--- config.mk ---
export PLATFORM = sky130hd
export DESIGN_NAME = mips_cpu_bus_sequencer
export DESIGN_NICKNAME = d
export VERILOG_FILES = /design/src/rtl/mips_cpu_pkg.sv /design/src/rtl/mips_cpu_sat_counter.sv /design/src/rtl/mips_cpu_bus_sequencer.sv
export SDC_FILE = /design/constraint.sdc
export NUM_CORES = 1
export LEC_CHECK = 0
export ABC_AREA = 1
export CORE_ASPECT_RATIO = 0.5
export CORE_MARGIN = 5
export CORE_UTILIZATION = 36
export DETAILED_ROUTE_END_ITERATION = 16
export HOLD_SLACK_MARGIN = 0.1
export MAX_ROUTING_LAYER = met4
export PLACE_DENSITY = 0.81
export SYNTH_ARGS = -nofsm -noshare
export SYNTH_HDL_FRONTEND = slang
export SYNTH_SLANG_ARGS = --single-unit
--- constraint.sdc ---
create_clock -name clk -period 1.9 [get_ports clk]
set_input_delay 0.38 -clock clk [delete_from_list [all_inputs] [get_ports clk]]
set_output_delay 0.38 -clock clk [all_outputs]
set_load 0.005 [all_outputs]
--- src/rtl/mips_cpu_pkg.sv ---
`default_nettype none
// ============================================================================
// Module   : mips_cpu_pkg
// Purpose  : Shared types and constants for the multi-cycle bus sequencer.
//            Holds the sequencer state enum, the full-word byte-lane
//            pattern and the mask of address bits that are forced to zero
//            on every bus access.
// Ports    : none (package)
// Revision : 1.0 - initial release
// ============================================================================
package mips_cpu_pkg;

  // Sequencer states. One instruction walks FETCH -> EXEC [-> MEM -> WB].
  typedef enum logic [2:0] {
    IDLE  = 3'd0,
    FETCH = 3'd1,
    EXEC  = 3'd2,
    MEM   = 3'd3,
    WB    = 3'd4,
    HALT  = 3'd5
  } seq_state_t;

  // All four byte lanes: used for every instruction fetch.
  localparam logic [3:0] BE_WORD = 4'hF;

  // Low address bits cleared on the bus; the bus is word addressed and
  // sub-word selection is carried entirely by byteenable.
  localparam logic [1:0] ADDR_ALIGN_MASK = 2'b11;

endpackage : mips_cpu_pkg
`default_nettype wire

--- src/rtl/mips_cpu_sat_counter.sv ---
`default_nettype none
// ============================================================================
// Module   : mips_cpu_sat_counter
// Purpose  : Up-counter that sticks at all-ones instead of wrapping.
//            Cleared only by the asynchronous active-low reset.
// Ports    : clk      - system clock, rising edge
//            reset_n  - asynchronous active-low reset (clears count)
//            inc      - count this cycle
//            count    - current count value
// Revision : 1.0 - initial release
// ============================================================================
module mips_cpu_sat_counter #(
  parameter int CNT_W = 16
) (
  input  logic             clk,
  input  logic             reset_n,
  input  logic             inc,
  output logic [CNT_W-1:0] count
);

  always_ff @(posedge clk or negedge reset_n) begin
    if (!reset_n) begin
      count <= '0;
    end else if (inc && (count != {CNT_W{1'b1}})) begin
      count <= count + CNT_W'(1);
    end
  end

endmodule : mips_cpu_sat_counter
`default_nettype wire

--- src/rtl/mips_cpu_bus_sequencer.sv ---
`default_nettype none
// ============================================================================
// Module   : mips_cpu_bus_sequencer
// Purpose  : Multi-cycle sequencer sharing one Avalon-style memory port
//            between instruction fetch and data load/store. Latches the
//            fetched instruction and load data, issues the data access the
//            decoder requests and produces the commit strobe that gates PC
//            update and register-file write.
// Ports    : clk, reset_n           - clock / async active-low reset
//            pc, halt_req           - datapath PC and halt condition
//            data_read, data_write  - decoder load/store request (in EXEC)
//            data_addr, data_wdata,
//            data_be                - load/store address, data, lanes
//            waitrequest, readdata  - bus stall / read data
//            address, read, write,
//            byteenable, writedata  - bus master outputs
//            instr, load_data       - latched instruction / load result
//            commit, active         - retire pulse / CPU running
//            req_err                - sticky simultaneous read+write request
//            stall_count            - saturating bus-stall cycle count
// Revision : 1.0 - initial release
// ============================================================================
module mips_cpu_bus_sequencer
  import mips_cpu_pkg::*;
#(
  parameter int ADDR_W = 32,
  parameter int DATA_W = 32,
  parameter int CNT_W  = 16
) (
  input  logic              clk,
  input  logic              reset_n,
  input  logic [ADDR_W-1:0] pc,
  input  logic              halt_req,
  input  logic              data_read,
  input  logic              data_write,
  input  logic [ADDR_W-1:0] data_addr,
  input  logic [DATA_W-1:0] data_wdata,
  input  logic [3:0]        data_be,
  input  logic              waitrequest,
  input  logic [DATA_W-1:0] readdata,
  output logic [ADDR_W-1:0] address,
  output logic              read,
  output logic              write,
  output logic [3:0]        byteenable,
  output logic [DATA_W-1:0] writedata,
  output logic [31:0]       instr,
  output logic [DATA_W-1:0] load_data,
  output logic              commit,
  output logic              active,
  output logic              req_err,
  output logic [CNT_W-1:0]  stall_count
);

  seq_state_t state;
  seq_state_t state_next;

  // Direction of the pending data access, captured while in EXEC so MEM
  // no longer depends on the decoder's request lines.
  logic mem_is_write;

  logic capture_instr;
  logic capture_load;
  logic flag_req_err;

  // Word-aligned views of the two address sources.
  logic [ADDR_W-1:0] pc_aligned;
  logic [ADDR_W-1:0] data_aligned;

  assign pc_aligned   = {pc[ADDR_W-1:2], pc[1:0] & ~ADDR_ALIGN_MASK};
  assign data_aligned = {data_addr[ADDR_W-1:2], data_addr[1:0] & ~ADDR_ALIGN_MASK};

  // --------------------------------------------------------------------------
  // State register and datapath registers
  // --------------------------------------------------------------------------
  always_ff @(posedge clk or negedge reset_n) begin
    if (!reset_n) begin
      state        <= IDLE;
      mem_is_write <= 1'b0;
      instr        <= '0;
      load_data    <= '0;
      req_err      <= 1'b0;
    end else begin
      state <= state_next;
      if (state == EXEC) begin
        mem_is_write <= data_write;
      end
      if (capture_instr) begin
        instr <= readdata[31:0];
      end
      if (capture_load) begin
        load_data <= readdata;
      end
      if (flag_req_err) begin
        req_err <= 1'b1;
      end
    end
  end

  // --------------------------------------------------------------------------
  // Next-state and bus outputs. Outputs are a function of the state; the
  // address/lane/data fields are passed through from the datapath, which
  // keeps them stable because instr does not change during a stall.
  // --------------------------------------------------------------------------
  always_comb begin
    state_next    = state;
    address       = '0;
    read          = 1'b0;
    write         = 1'b0;
    byteenable    = '0;
    writedata     = '0;
    commit        = 1'b0;
    active        = 1'b0;
    capture_instr = 1'b0;
    capture_load  = 1'b0;
    flag_req_err  = 1'b0;

    case (state)
      IDLE: begin
        state_next = FETCH;
      end

      FETCH: begin
        active     = 1'b1;
        read       = 1'b1;
        address    = pc_aligned;
        byteenable = BE_WORD;
        if (!waitrequest) begin
          capture_instr = 1'b1;
          state_next    = EXEC;
        end
      end

      EXEC: begin
        active = 1'b1;
        if (data_write) begin
          // A store wins over a simultaneous load; the conflict is recorded.
          flag_req_err = data_read;
          state_next   = MEM;
        end else if (data_read) begin
          state_next = MEM;
        end else begin
          commit     = 1'b1;
          state_next = halt_req ? HALT : FETCH;
        end
      end

      MEM: begin
        active     = 1'b1;
        address    = data_aligned;
        byteenable = data_be;
        if (mem_is_write) begin
          write     = 1'b1;
          writedata = data_wdata;
        end else begin
          read = 1'b1;
        end
        if (!waitrequest) begin
          capture_load = !mem_is_write;
          state_next   = WB;
        end
      end

      WB: begin
        active     = 1'b1;
        commit     = 1'b1;
        state_next = halt_req ? HALT : FETCH;
      end

      HALT: begin
        state_next = HALT;
      end

      default: begin
        state_next = IDLE;
      end
    endcase
  end

  // --------------------------------------------------------------------------
  // Stall statistics: any strobed cycle the slave holds off.
  // --------------------------------------------------------------------------
  mips_cpu_sat_counter #(
    .CNT_W (CNT_W)
  ) u_stall_counter (
    .clk     (clk),
    .reset_n (reset_n),
    .inc     ((read | write) & waitrequest),
    .count   (stall_count)
  );

endmodule : mips_cpu_bus_sequencer
`default_nettype wire

# Word-level counts from Yosys, hierarchy flattened
# Cells that the tools add are included.
# Widths: inputs -> output; s select.
# totals
regBits	85
inputBits	138
wordCells	46
# classes
n_addsub	1
eq_ne	8
muxes	24
n_bitwise	2
n_reduce_logical	5
# op_table
cell	count
$mux 32	2
$pmux 32 s2	1
$pmux 3 s6	1
$add 16x1->16 const B	1
$ne 16x16->1 const B	1
$mux 3	5
$mux 1	12
$pmux 4 s2	1
$eq 3x2->1 const B	2
$eq 3x3->1 const B	2
$ne 2x2->1 const B	2
$pmux 1 s2	2
$reduce_or 4->1	1
$eq 3x1->1 const B	1
$logic_not 3->1	1
$reduce_and 2->1	1
$and 1x1->1	1
$logic_and 1x1->1	1
$logic_not 1->1	1
$or 1x1->1	1

# Depth between registers and ports, before layout
# Gate-level depths: netlist (run 1).
# depth
word_depth	5
mapped_depth	9
depth_no_buf	9

# Cells and area by module
# From an unflattened synthesis (run 1), not the netlist that was laid out.
# hier_totals
hier_cells	621
hier_area_um2	4528.1
# by_module_without_submodules
mod	instances	cells_each	area_each_um2	seq_area_each_um2
mips_cpu_bus_sequencer	1	472	3469.6	1726.7
mips_cpu_sat_counter	1	149	1058.5	400.4

# Worst setup path after synthesis (run 1)
# Ideal clock, no wire load.
# synth_timing
path_type	register -> output
startpoint	reg state[2]
endpoint	out byteenable[0]
arrival_time_ps	1228
t_required_ps	1520
setup_slack_ps	292
path_stages_with_launch	7
n_path_buf	1
path_cell_list	dfrtp_1 -> nor2_4 -> inv_2 -> nor2_8 -> buf_2 -> inv_1 -> nand2_1
# synth_between
elab_chain_cells	2
# synth_rtl
item	line_no	text
from (decl)	mips_cpu_bus_sequencer.sv:54	seq_state_t state;
from (signal assigned)	mips_cpu_bus_sequencer.sv:83	state <= state_next;
$eq 3x2->1 / $eq 3x1->1 (equally long branches)	mips_cpu_bus_sequencer.sv:117	case (state)
$pmux 4 s2 *	mips_cpu_bus_sequencer.sv:117	
to (decl)	mips_cpu_bus_sequencer.sv:44	output logic [3:0] byteenable,
# Every way passes the cells marked *; elsewhere a longest branch is shown, timed or not.

# Final worst setup path (run 1)
# layout_timing
startpoint	reg state[0]
endpoint	out address[15]
# layout_between
elab_chain_cells	2
# layout_rtl
item	line_no	text
$eq 3x2->1 / $eq 3x1->1 (equally long branches)	mips_cpu_bus_sequencer.sv:117	
$pmux 32 s2 *	mips_cpu_bus_sequencer.sv:117	
to (decl)	mips_cpu_bus_sequencer.sv:41	output logic [ADDR_W-1:0] address,
# Marks and branches as above.

==> results of run 1 <==
-- final timing paths --
path,endpoint,cells after the start,from,slack (ps)
hold / removal,instr[1],2,instr[1],490
max in group asynchronous,load_data[9],3,reset_n,740
setup reg to reg,instr[27],12,state[0],130
setup / recovery,address[15],9,state[0],-240
hold reg to reg,instr[1],2,instr[1],490
min in group asynchronous,load_data[4],2,reset_n,580
-- kinds of logic (layout without fill, tap and decap cells) --
| group | count (synthesis) | after routing | share of synthesized area |
|---|---|---|---|
| AO/OA/AOI/OAI | 112 | 112 | 0.162 |
| XOR/XNOR | 7 | 7 | 0.0143 |
| adder cells (fa/ha/maj) | 1 | 1 | 0.00293 |
| buffers and inverters | 84 | 427 | 0.0857 |
| flip-flops | 85 | 85 | 0.498 |
| other | 1 | 2 | 0.000877 |
| AND/OR/NAND/NOR | 243 | 243 | 0.237 |
-- placed cells by master, fill, tap and decap left out, types with 2 or more instances in the layout --
| cell type | synthesis | final |
|---|---|---|
| nor2_4 | 1 | 31 |
| nand2_2 | 1 | 4 |
| clkinv_2 | 0 | 3 |
| nand2_1 | 172 | 169 |
| nand3_1 | 7 | 5 |
| buf_4 | 4 | 33 |
| nor2_8 | 2 | 2 |
| clkdlybuf4s50_1 | 0 | 213 |
| nor2_1 | 51 | 21 |
| buf_2 | 17 | 57 |
| inv_2 | 3 | 2 |
| o21ai_1 | 64 | 64 |
| buf_12 | 0 | 12 |
| inv_1 | 51 | 49 |
| a22o_1 | 30 | 30 |
| o21ai_0 | 10 | 9 |
| buf_6 | 2 | 35 |
| a21oi_1 | 4 | 3 |
| nand3_4 | 1 | 2 |
| buf_8 | 0 | 2 |
| buf_16 | 0 | 4 |
| nand3_2 | 1 | 2 |
| dfrtp_1 | 85 | 85 |
| nand4_1 | 3 | 3 |
| clkbuf_16 | 0 | 10 |
| inv_4 | 0 | 2 |
| conb_1 | 1 | 2 |
| xnor2_1 | 7 | 7 |
-- power by group through the flow --
stage          Clock [W]  Sequential [W]  Combinational (W)
2_1_floorplan          0         0.00302            0.00220
3_3_place_gp           0         0.00296            0.00591
3_5_place_dp           0         0.00298            0.00603
4_1_cts          0.00172         0.00298            0.00718
5_1_grt          0.00179         0.00308            0.00808
6_report         0.00168         0.00299            0.00760
-- layer usage --
layer | track usage | vias up
met1 | 0.303 | 2520
met4 | 0.0677 | 0
li1 | - | 2378
met3 | 0.0761 | 42
met5 | - | -
met2 | 0.465 | 201
-- sequential cells by signal, summed over array words and instances (netlist names) --
signal and cells:
mem_is_write 1, u_stall_counter.count 16, load_data 32, req_err 1, instr 32, state 3
-- area by class of cell --
class | count | area, um2 | area share
Tap cell | 165 | 206 | 0.0247
Multi-Input combinational cell | 365 | 2050 | 0.245
Sequential cell | 85 | 2130 | 0.254
Inverter | 54 | 220 | 0.0263
Clock buffer | 10 | 229 | 0.0274
Timing Repair Buffer | 358 | 3470 | 0.416
Clock inverter | 5 | 52.6 | 0.00628
-- metrics by stage --
stage               TNS [ps]  instance area [um2]
finish                 -9390                 8360
detailed placement     -3820                 7500
global placement       -2540                 7500
global route          -13450                 8360
CTS                    -8820                 8090
floorplan                  0                 4280
-- worst register-to-register path, cell delays in order, from the launching register on --
cell	delay, ps
dfrtp_1	370
inv_2	60
nor2_4	150
inv_4	70
nor2_8	170
buf_4	150
buf_6	80
buf_6	90
buf_4	120
nand2_4	80
buf_12	170
nand2_1	80
o21ai_1	60
-- repair_timing --
| item | CTS | global route |
|---|---|---|
| gates resized for setup | 345 | 72 |
| pin swaps | 17 | 18 |
| buffers inserted | 26 | 11 |
| cloned | 9 | 0 |
| setup endpoints to repair | 70 | 80 |
| endpoints found under the hold margin | 36 | 0 |
| hold buffers | 1 | 0 |
==> impl_metrics.tcl, run 1 <==
set metrics [dict create \
    antenna_found_initial 0 \
    dr.pass1.iters 5 \
    grt_pass1_wl_um 28300 \
    h-tree-depth 3 \
    ys_async_sr_fraction 1.00 \
    die_area_um2 14300 \
    fill_cells 872 \
    ys_types 30 \
    drt_iter0_drc 342 \
    rsz0062_at_grt "yes" \
    clock_power_share 0.137 \
    cts_sinks 85 \
    ys.warnings.count 0 \
    clock_path_buffers 2 \
    hold_violations 0 \
    track_usage 0.266 \
    diodes 0 \
    start_kind "flip-flop" \
    synth-main-ff-cell "dfrtp_1" \
    cpMostUsedCell "buf_6" \
    cp_max_fo 7 \
    ys_seq_area_frac 0.498 \
    post_drt_wl_per_cell_um 18.7 \
    internal_power_w 0.00777 \
    core-area_um2 11700 \
    crit_buf_inv 6 \
    route.met3.wl_um 1420 \
    violations "setup timing" \
    antenna_left 0 \
    layout-area-overhead-vs-synth_pct 95.6 \
    root_buffer "clkbuf_16" \
    insertion_delay_ps 330 \
    io_pins 291 \
    tightest_slew_ps 544 \
    holdWs_ps 487 \
    comb_power_share 0.620 \
    maxCapViolCount 0 \
    crit_family "buffers and inverters" \
    leakagePower_nw 3.92 \
    endpoint_kind "primary output" \
    power.total_w 0.0123 \
    gp_congestion 0.990 \
    netlist_instances 533 \
    switching_power_w 0.00450 \
    viasPerCell 4.93 \
    cts.clk_slew.worst_paths_ps 60 \
    nets 1012 \
    dp_cells 985 \
    instances_no_fill 1042 \
    overflow 0 \
    dp_hpwl_um 13300 \
    setup_slack_ps -244 \
    drc_errors 0 \
    clock_skew_ps 4.08 \
    yosys.area.top_type "dfrtp_1" \
    setup_viol 67 \
    cp_slowest_cell "dfrtp_1" \
    cp.required_ps 1520 \
    grt_pass1_vias 5040 \
    rows 28 \
    dieWidth_um 164 \
    min_path_type "flip-flop to flip-flop" \
    cp_slowest_stage_delay_ps 400 \
    switching_share 0.367 \
    die_height_um 87.1 \
    maxUsedRoutingLayer "met4" \
    met1_length_um 7570 \
    slew_violations 0 \
    synth_area_per_cell_um2 8.02 \
    path_class "flip-flop to primary output" \
    synth.area.top_cells "dfrtp_1 (50%), nand2_1 (15%), o21ai_1 (7.5%)" \
    netlist_top_cells_count "nand2_1 (172), dfrtp_1 (85), o21ai_1 (64), inv_1 (51), nor2_1 (51)" \
    initial_core_util 0.365 \
    syn_area_um2 4280 \
    num_vias 5141 \
    cts_buffers 9 \
    crit_arrival_ps 1760 \
    drive_gt1_frac 0.241 \
    met2_length_um 9990 \
    max_freq_ghz 0.466 \
    dp_worst_setup_slack_ps -399 \
    synth.most_common_cell "nand2_1" \
    fin_crit_sh 1.13 \
    post-route-util 0.715 \
    status "finished, violations left" \
    synth.top_cell.area_share 0.498 \
    min_period_ps 2140 \
    max_slew_margin 0.637 \
    seq_power_share 0.243 \
    crit_path_cell_trace "inv_2, nor2_4, buf_6, nand2_8, clkinv_8, buf_16, buf_6, a22o_1, buf_2" \
    drt-total-wl_um 19500 \
    grt_max_degree 41 \
    p_per_area_nw_per_um2 1470 \
    ys_ff_latch 85 \
    io_buffer_count 284 \
    synth_edf_count 0 \
    vdd_drop_max_uv 685 \
    cts_tree "done" \
]
No activity file was read; power rests on OpenSTA's default activity.
==> run 2: changes to the inputs <==
Settings changed: SLEW_MARGIN set to 20.
==> results of run 2 <==
Final layout, timing and power as in run 1 (identical DEF).
